### config.mk
export PLATFORM = sky130hd
export DESIGN_NAME = instr_encoder
export DESIGN_NICKNAME = d
export VERILOG_FILES = /design/src/rtl/rv32_pkg.sv /design/src/rtl/imm_range_chk.sv /design/src/rtl/instr_encoder.sv
export SDC_FILE = /design/constraint.sdc
export NUM_CORES = 1
export LEC_CHECK = 0
export CORE_MARGIN = 10
export CORE_UTILIZATION = 46
export DETAILED_ROUTE_END_ITERATION = 12
export PLACE_DENSITY = 0.82
export SLEW_MARGIN = 20
export SYNTH_ARGS = -nofsm -noshare
export SYNTH_HDL_FRONTEND = slang
export SYNTH_SLANG_ARGS = --single-unit
### constraint.sdc
create_clock -name clk -period 2.3 [get_ports clk]
set_input_delay 0.23 -clock clk [delete_from_list [all_inputs] [get_ports clk]]
set_output_delay 0.23 -clock clk [all_outputs]
set_load 0.05 [all_outputs]
### src/rtl/rv32_pkg.sv
// rv32_pkg: RV32I instruction formats, base opcodes and the canonical NOP word
package rv32_pkg;
  typedef enum logic [3:0] {
    FMT_R, FMT_I, FMT_L, FMT_JALR, FMT_S, FMT_AUIPC, FMT_LUI, FMT_B, FMT_J
  } fmt_e;
  localparam logic [6:0] OP_R     = 7'b0110011;
  localparam logic [6:0] OP_I     = 7'b0010011;
  localparam logic [6:0] OP_L     = 7'b0000011;
  localparam logic [6:0] OP_JALR  = 7'b1100111;
  localparam logic [6:0] OP_S     = 7'b0100011;
  localparam logic [6:0] OP_AUIPC = 7'b0010111;
  localparam logic [6:0] OP_LUI   = 7'b0110111;
  localparam logic [6:0] OP_B     = 7'b1100011;
  localparam logic [6:0] OP_J     = 7'b1101111;
  localparam logic [31:0] NOP     = 32'h0000_0013;
  function automatic logic [6:0] fmt_op(input logic [3:0] f);
    case (f)
      FMT_R:     return OP_R;
      FMT_I:     return OP_I;
      FMT_L:     return OP_L;
      FMT_JALR:  return OP_JALR;
      FMT_S:     return OP_S;
      FMT_AUIPC: return OP_AUIPC;
      FMT_LUI:   return OP_LUI;
      FMT_B:     return OP_B;
      FMT_J:     return OP_J;
      default:   return 7'd0;
    endcase
  endfunction
endpackage

### src/rtl/imm_range_chk.sv
// imm_range_chk: flags immediates that do not fit the target format's field or alignment
module imm_range_chk
  import rv32_pkg::*;
(
  input  logic [3:0]  fmt,
  input  logic [31:0] imm,
  output logic        err
);
  logic fit12, fit13, fit21;
  // a value fits an n-bit signed field when all bits above n-1 equal the sign bit
  assign fit12 = &imm[31:11] | ~|imm[31:11];
  assign fit13 = &imm[31:12] | ~|imm[31:12];
  assign fit21 = &imm[31:20] | ~|imm[31:20];
  assign err = (fmt == FMT_R) ? 1'b0 :
               (fmt == FMT_I || fmt == FMT_L || fmt == FMT_JALR || fmt == FMT_S) ? !fit12 :
               (fmt == FMT_AUIPC || fmt == FMT_LUI) ? |imm[11:0] :
               (fmt == FMT_B) ? (!fit13 | imm[0]) :
               (fmt == FMT_J) ? (!fit21 | imm[0]) : 1'b1;
endmodule

### src/rtl/instr_encoder.sv
// instr_encoder: packs decoded RV32I fields into instruction words through a 2-stage valid/ready pipe
module instr_encoder
  import rv32_pkg::*;
#(
  parameter int CNT_W = 16
) (
  input  logic             clk,
  input  logic             reset_n,
  input  logic             in_valid,
  output logic             in_ready,
  input  logic [3:0]       in_fmt,
  input  logic [4:0]       in_rd,
  input  logic [4:0]       in_rs1,
  input  logic [4:0]       in_rs2,
  input  logic [2:0]       in_funct3,
  input  logic [6:0]       in_funct7,
  input  logic [31:0]      in_imm,
  output logic             out_valid,
  input  logic             out_ready,
  output logic [31:0]      out_instr,
  output logic             out_err,
  output logic [CNT_W-1:0] enc_cnt,
  output logic [CNT_W-1:0] err_cnt
);
  logic        s1_v, s1_err, s2_v, s1_en, s2_en, chk_err;
  logic [3:0]  s1_fmt;
  logic [4:0]  s1_rd, s1_rs1, s1_rs2;
  logic [2:0]  s1_f3;
  logic [6:0]  s1_f7;
  logic [31:0] s1_imm, pack;
  assign s2_en     = !s2_v || out_ready;
  assign s1_en     = !s1_v || s2_en;
  assign in_ready  = s1_en;
  assign out_valid = s2_v;
  imm_range_chk u_chk (.fmt(in_fmt), .imm(in_imm), .err(chk_err));
  always_ff @(posedge clk or negedge reset_n)
    if (!reset_n) s1_v <= 1'b0;
    else if (s1_en) s1_v <= in_valid;
  // field registers carry no state worth resetting; s1_v qualifies them
  always_ff @(posedge clk)
    if (s1_en && in_valid) begin
      s1_fmt <= in_fmt;
      s1_rd  <= in_rd;
      s1_rs1 <= in_rs1;
      s1_rs2 <= in_rs2;
      s1_f3  <= in_funct3;
      s1_f7  <= in_funct7;
      s1_imm <= in_imm;
      s1_err <= chk_err;
    end
  always_comb begin
    pack = NOP;
    case (s1_fmt)
      FMT_R:                   pack = {s1_f7, s1_rs2, s1_rs1, s1_f3, s1_rd, OP_R};
      FMT_I, FMT_L, FMT_JALR:  pack = {s1_imm[11:0], s1_rs1, s1_f3, s1_rd, fmt_op(s1_fmt)};
      FMT_S:                   pack = {s1_imm[11:5], s1_rs2, s1_rs1, s1_f3, s1_imm[4:0], OP_S};
      FMT_AUIPC, FMT_LUI:      pack = {s1_imm[31:12], s1_rd, fmt_op(s1_fmt)};
      FMT_B:                   pack = {s1_imm[12], s1_imm[10:5], s1_rs2, s1_rs1, s1_f3,
                                       s1_imm[4:1], s1_imm[11], OP_B};
      FMT_J:                   pack = {s1_imm[20], s1_imm[10:1], s1_imm[11], s1_imm[19:12],
                                       s1_rd, OP_J};
      default:                 pack = NOP;
    endcase
  end
  always_ff @(posedge clk or negedge reset_n)
    if (!reset_n) begin
      s2_v      <= 1'b0;
      out_instr <= '0;
      out_err   <= 1'b0;
    end else if (s2_en) begin
      s2_v <= s1_v;
      if (s1_v) begin
        out_instr <= pack;
        out_err   <= s1_err;
      end
    end
  always_ff @(posedge clk or negedge reset_n)
    if (!reset_n) begin
      enc_cnt <= '0;
      err_cnt <= '0;
    end else if (out_valid && out_ready) begin
      enc_cnt <= enc_cnt + 1'b1;
      if (out_err && !(&err_cnt)) err_cnt <= err_cnt + 1'b1;
    end
endmodule
== Yosys cells after proc, flatten, opt, wreduce, memory -nomap -nowiden ==
Memory sizes are Yosys's and may differ from the RTL's. A register that Yosys moved wholly into a read port is not among the register bits.
Cells that the tools add are included.

* $add $sub $neg: 2
* $mul: 0
* Div/mod/pow operators: 0
* $lt $le $gt $ge: 0
* Eq/ne operators: 16
* Shift-type cells: 0
* Mux-type cells: 7
* Bitwise operators: 5
* Reduce and logical (&&, ||, !) cells: 32

{| class="wikitable"
|+ Operators with widths
! operator !! count
|-
| $pmux W32 S6 || 1
|-
| $add A16 B1 Y16 const B || 2
|-
| $eq A4 B3 Y1 const B || 8
|-
| $reduce_or A12 Y1 || 2
|-
| $reduce_and A21 Y1 || 1
|-
| $reduce_or A21 Y1 || 1
|-
| $reduce_and A20 Y1 || 1
|-
| $reduce_or A20 Y1 || 1
|-
| $eq A4 B2 Y1 const B || 4
|-
| $reduce_and A16 Y1 || 1
|-
| $reduce_and A12 Y1 || 1
|-
| $logic_not A1 Y1 || 9
|-
| $eq A4 B1 Y1 const B || 2
|-
| $eq A4 B4 Y1 const B || 2
|-
| $logic_not A4 Y1 || 2
|-
| $mux W4 || 2
|-
| $logic_or A1 B1 Y1 || 6
|-
| $or A1 B1 Y1 || 5
|-
| $mux W1 || 4
|-
| $reduce_and A2 Y1 || 2
|-
| $logic_and A1 B1 Y1 || 3
|-
| $reduce_or A3 Y1 || 1
|-
| $reduce_or A2 Y1 || 1
|}

* Register bits: 129
* Bits in latches: 0
* Memory bits (writable): 0
* ROM bits: 224
* Output and inout bits: 67
* Memories: 2

{| class="wikitable"
|+ Memories
! memory !! words !! bits a word !! read ports !! clocked after memory_dff !! write ports !! RTL line !! RTL
|-
| (name not given) || 16 || 7 || 1 || 1 || 0 || rv32_pkg.sv:17 || <nowiki>case (f)</nowiki>
|-
| (name not given) || 16 || 7 || 1 || 1 || 0 || rv32_pkg.sv:17 ||
|}

== Depth between registers and ports, before layout ==
* Word-level depth: 9
* Mapped depth: 7

== Hierarchy ==
Synthesis repeated with hierarchy kept, for this count alone.

* Cells, all modules: 495
* Area total of the unflattened synthesis: 5,910.7 um^2

{| class="wikitable"
|+ Modules (own cells, without submodules)
! module !! instances !! cells each !! area an instance (um^2) !! sequential area each (um^2)
|-
| instr_encoder || 1 || 454 || 5,651.7 || 3,633.5
|-
| imm_range_chk || 1 || 41 || 259.0 || 0.0
|}

== Least setup slack after synthesis ==
No wires, ideal clock.

* Path type: reg2reg
* From: register s2_v, in the netlist out_valid
* To: register s1_err, enable pin
* Setup time: 416 ps
* Arrival time: 2,256 ps
* Path slack: -372 ps
* Stages on the path, launching flop included: 4
* Buffers on the path: 0
* Period minus slack after synthesis: 2,672 ps
* Path through: dfrtp_1 nand3b_4 nand2_4 inv_1

* Cells in the longest elaborated chain, start to end: 4

{| class="wikitable"
|+ Ends and longest elaborated chain
! what !! RTL line !! RTL
|-
| start, declared || instr_encoder.sv:25 || <nowiki>logic s1_v, s1_err, s2_v, s1_en, s2_en, chk_err;</nowiki>
|-
| start signal, assigned || instr_encoder.sv:71 || <nowiki>s2_v <= s1_v;</nowiki>
|-
| $logic_not A1 Y1 || instr_encoder.sv:31 || <nowiki>assign s2_en = !s2_v || out_ready;</nowiki>
|-
| $logic_or A1 B1 Y1 || instr_encoder.sv:31 ||
|-
| $logic_or A1 B1 Y1 || instr_encoder.sv:32 || <nowiki>assign s1_en = !s1_v || s2_en;</nowiki>
|-
| via in_ready || instr_encoder.sv:10 || <nowiki>output logic in_ready,</nowiki>
|-
| $logic_and A1 B1 Y1 || instr_encoder.sv:41 || <nowiki>if (s1_en && in_valid) begin</nowiki>
|-
| end signal, assigned || instr_encoder.sv:49 || <nowiki>s1_err <= chk_err;</nowiki>
|-
| end, declared || instr_encoder.sv:25 ||
|}

The timed path passes the listed nets, and every way through them passes these cells.
A chain may end at the register's enable or synchronous reset.

== Final worst setup path ==
* From: register s1_fmt[1]
* To: register out_instr[23]

* Cells in the longest elaborated chain, start to end: 3

{| class="wikitable"
|+ Ends and longest elaborated chain
! what !! RTL line !! RTL
|-
| start, declared || instr_encoder.sv:26 || <nowiki>logic [3:0] s1_fmt;</nowiki>
|-
| start signal, assigned || instr_encoder.sv:42 || <nowiki>s1_fmt <= in_fmt;</nowiki>
|-
| $eq A4 B1 Y1, or another cell as far along || instr_encoder.sv:53 || <nowiki>case (s1_fmt)</nowiki>
|-
| $reduce_or A3 Y1 / $reduce_or A2 Y1 (equally long branches) || instr_encoder.sv:53 ||
|-
| $pmux W32 S6 (*) || instr_encoder.sv:53 ||
|-
| end signal, assigned || instr_encoder.sv:73 || <nowiki>out_instr <= pack;</nowiki>
|-
| end, declared || instr_encoder.sv:20 || <nowiki>output logic [31:0] out_instr,</nowiki>
|}

Every way passes the cells marked *; elsewhere a longest branch is shown, timed or not.

==> run_results.csv <==
group,metric,value,unit
placement,gp_congestion,0.853,
hold_path,hold_path_class,"in2async",
critical_path,r2r_start,"s1_fmt[1]",
global_route,antenna_found_initial,0,
drt,drt_pass1_iterations,7,
critical_path,crit_family,"simple AND/OR/NAND/NOR gates",
floorplan,core_region_area,12700,sq um
yosys,synth_fp_nets,567,
critical_path,r2r_slack,0.36,ns
drt,first_iter_violations,260,
drt,wirelength,14700,um
yosys,yosys_warnings,0,
yosys,netlist_instances,497,
timing,setup_tns,0,ns
power_and_ir_drop,p_leak,3.23,nW
clock_network,cts.sinks,134,
floorplan,die-area,17900,sq um
clock_network,worstSkewPairLatency,0.41,ns
drt,post-route-drc-count,0,
drt,post_drt_wl_per_cell,17.8,um
clock_network,clk_pin_slew_worst_paths,0.05,ns
critical_path,required,2.61,ns
timing,max_freq,0.514,GHz
timing,report.final.hold_viol_count,0,
drt,num_vias,4496,
job,cap_viol_max_count,0,
floorplan,die_x,134,um
clock_network,ctsRootBufferMaster,"clkbuf_16",
critical_path,startpoint_type,"register",
critical_path,critPathCaptureType,"register",
clock_network,cts_tree,"done",
drt,via_per_inst,5.44,
global_route,grt_max_degree,67,
drt,ant_nets,0,
timing,period_minus_slack,1.94,ns
yosys,synth_area_per_cell,12.0,sq um
timing,fin_crit_sh,84.5,%
timing,rsz0062_at_grt,"no",
yosys,synth_edf_count,62,
clock_network,post_cts_buffers,0,
yosys,ys_seq_elements,134,
critical_path,crit_type,"reg2reg",
layout,nets,711,
layout,diodes,0,
global_route,grt_first_pass_wirelength,23400,um
clock_network,htreeDepth,4,
yosys,syn_area,5970,sq um
placement,placedCellCount,793,
layout,drive_gt1_share,9.94,%
global_route,overflow,0,
clock_network,cts_buffers,17,
clock_network,cts_resized,0,
layout,area_growth,35.2,%
status,status,"finished clean",
critical_path,crit_arrival,2.25,ns
placement,numPortBuffers,131,
timing,setup_viol,0,
floorplan,num_rows,41,
critical_path,crit_path_start,"s1_fmt[1]",
timing,max-slew-margin-rel,61.2,%
critical_path,rr_endpoint,"out_instr[23]",
floorplan,initial_core_util,47.1,%
power_and_ir_drop,power.density,931,nW/um^2
critical_path,path_buf_inv,1,
floorplan,io-pin-count,132,
critical_path,cpPeakStageDelay,0.52,ns
critical_path,crit_path_max_fanout,15,
yosys,async_reset_ff_share,49.3,%
yosys,ys_seq_area_share,60.9,%
critical_path,crit_slowest_cell,"edfxtp_1",
global_route,grt_pass1_vias,4526,
yosys,synthFlopType,"dfrtp_1",
critical_path,path_cells,"buf_4 > nor2_4 > a21oi_2 > nor2_1 > a211oi_1 > o21ai_0",
layout,final_cells,826,
placement,hpwl,11300,um
clock_network,clockBufferDepth,2,
timing,slew_violations,0,
yosys,yosysUniqueCellTypes,58,
power_and_ir_drop,peakVddDrop,515,uV
timing,tightest_slew,0.580,ns
timing,skew,0.00620,ns
floorplan,die-height,134,um
global_route,grtUsageTotal,16.3,%
critical_path,r2r_cells,6,
## synth_stat cells (6+ instances only)
master	count	area share, %
nor3_1	7	0.59
o22ai_1	7	0.73
and3_1	15	1.6
buf_2	8	0.67
a21oi_1	17	1.4
nand4_1	16	1.7
nor4_1	6	0.63
nand2_1	57	3.6
xnor2_1	25	3.7
dfxtp_1	6	2.0
a22oi_1	7	0.88
nand2b_1	7	0.73
a2bb2oi_1	12	1.8
nor2_1	12	0.75
nand3_1	16	1.3
xor2_1	7	1.0
edfxtp_1	62	31
inv_1	14	0.88
nor2b_1	6	0.63
mux2i_1	18	3.0
o21ai_1	7	0.59
o21ai_0	35	2.9
dfrtp_1	66	28
## worst max-delay path by stage
stage | endpoint | slack [ns] | cells after the start
global route | out_instr[23] | 0.21 | 6
floorplan | s1_err | 0.004 | 3
CTS | out_instr[23] | 0.35 | 6
detailed placement | register | 0.11 | 9
finish | out_instr[23] | 0.36 | 6
global placement | register | 0.25 | 7
## per-stage QoR
stage                     instance area (sq um)  worst slack (ns)  total power [mW]  util, %  hold WS, ns
final                                      8070             0.356              7.51     63.7        0.364
after global routing                       8070             0.214              7.81     63.7        0.355
after CTS                                  8070             0.347              7.56     63.7        0.361
after detailed placement                   7500             0.114              5.02     59.2        0.273
after global placement                     7500             0.246              4.96     59.2        0.269
after floorplan                            5970           0.00434              4.26        -      -0.0656
## cells by family after synthesis
family	after synthesis	synth area share (%)
adder cells (fa/ha/maj)	5	1.05
buffers and inverters	36	3.04
AND/OR/NAND/NOR	160	14.5
flip-flops	134	60.9
AO/OA/AOI/OAI	106	11.4
multiplexers	24	4.40
XOR/XNOR	32	4.70
## report_power, final
part | switching (mW) | internal [mW]
Sequential | 0.265 | 2.81
Combinational | 1.19 | 0.701
Clock | 0.941 | 1.60
Total | 2.40 | 5.11
## flip-flops by register name (all words and copies together), names as in the netlist, named ones only
name       flops
enc_cnt       16
s1_err         1
s1_rs2         5
s1_rs1         5
s1_f7          7
s1_rd          5
s1_f3          3
out_instr     31
s1_imm        32
s1_v           1
out_err        1
out_valid      1
err_cnt       16
s1_fmt         4
## layer usage
layer | vias to the layer above | global-route usage [%] | share of wire [%]
met4 | 0 | 5.44 | 1.2
met5 | - | 0 | 0
met1 | 2208 | 18.6 | 40
li1 | 2116 | - | -
met3 | 14 | 5.45 | 6.9
met2 | 158 | 28.1 | 51
## layout make-up
| cell class | count | area (sq um) |
|---|---|---|
| Fill cell | 979 | 4600 |
| Sequential cell | 134 | 3630 |
| Multi-Input combinational cell | 327 | 2150 |
| Timing Repair Buffer | 147 | 1450 |
| Clock buffer | 20 | 447 |
| Tap cell | 172 | 215 |
| Clock inverter | 12 | 111 |
| Inverter | 14 | 56.3 |
## layout by cell type, fill, tap and decap left out, types with 12 or more instances in the layout
cell,instances
o21ai_0,35
edfxtp_1,62
clkbuf_16,17
xnor2_1,25
mux2i_1,18
nand4_1,16
nand3_1,16
a21oi_1,17
clkdlybuf4s50_1,129
buf_4,14
nor2_1,12
inv_1,13
a2bb2oi_1,12
nand2_1,57
dfrtp_1,65
and3_1,15
## repair_timing
action	CTS	global route
endpoints found under the hold margin	66	0
hold buffers	1	0
setup endpoints to repair	0	0
## worst reg2reg max path, delay by kind of cell, from the launching register on
kind,cells,cell delay (ns)
buf+inv,1,0.27
flops,1,0.52
simple gates,2,0.61
compound gates,3,0.46
(Power assumes the default switching activity.)
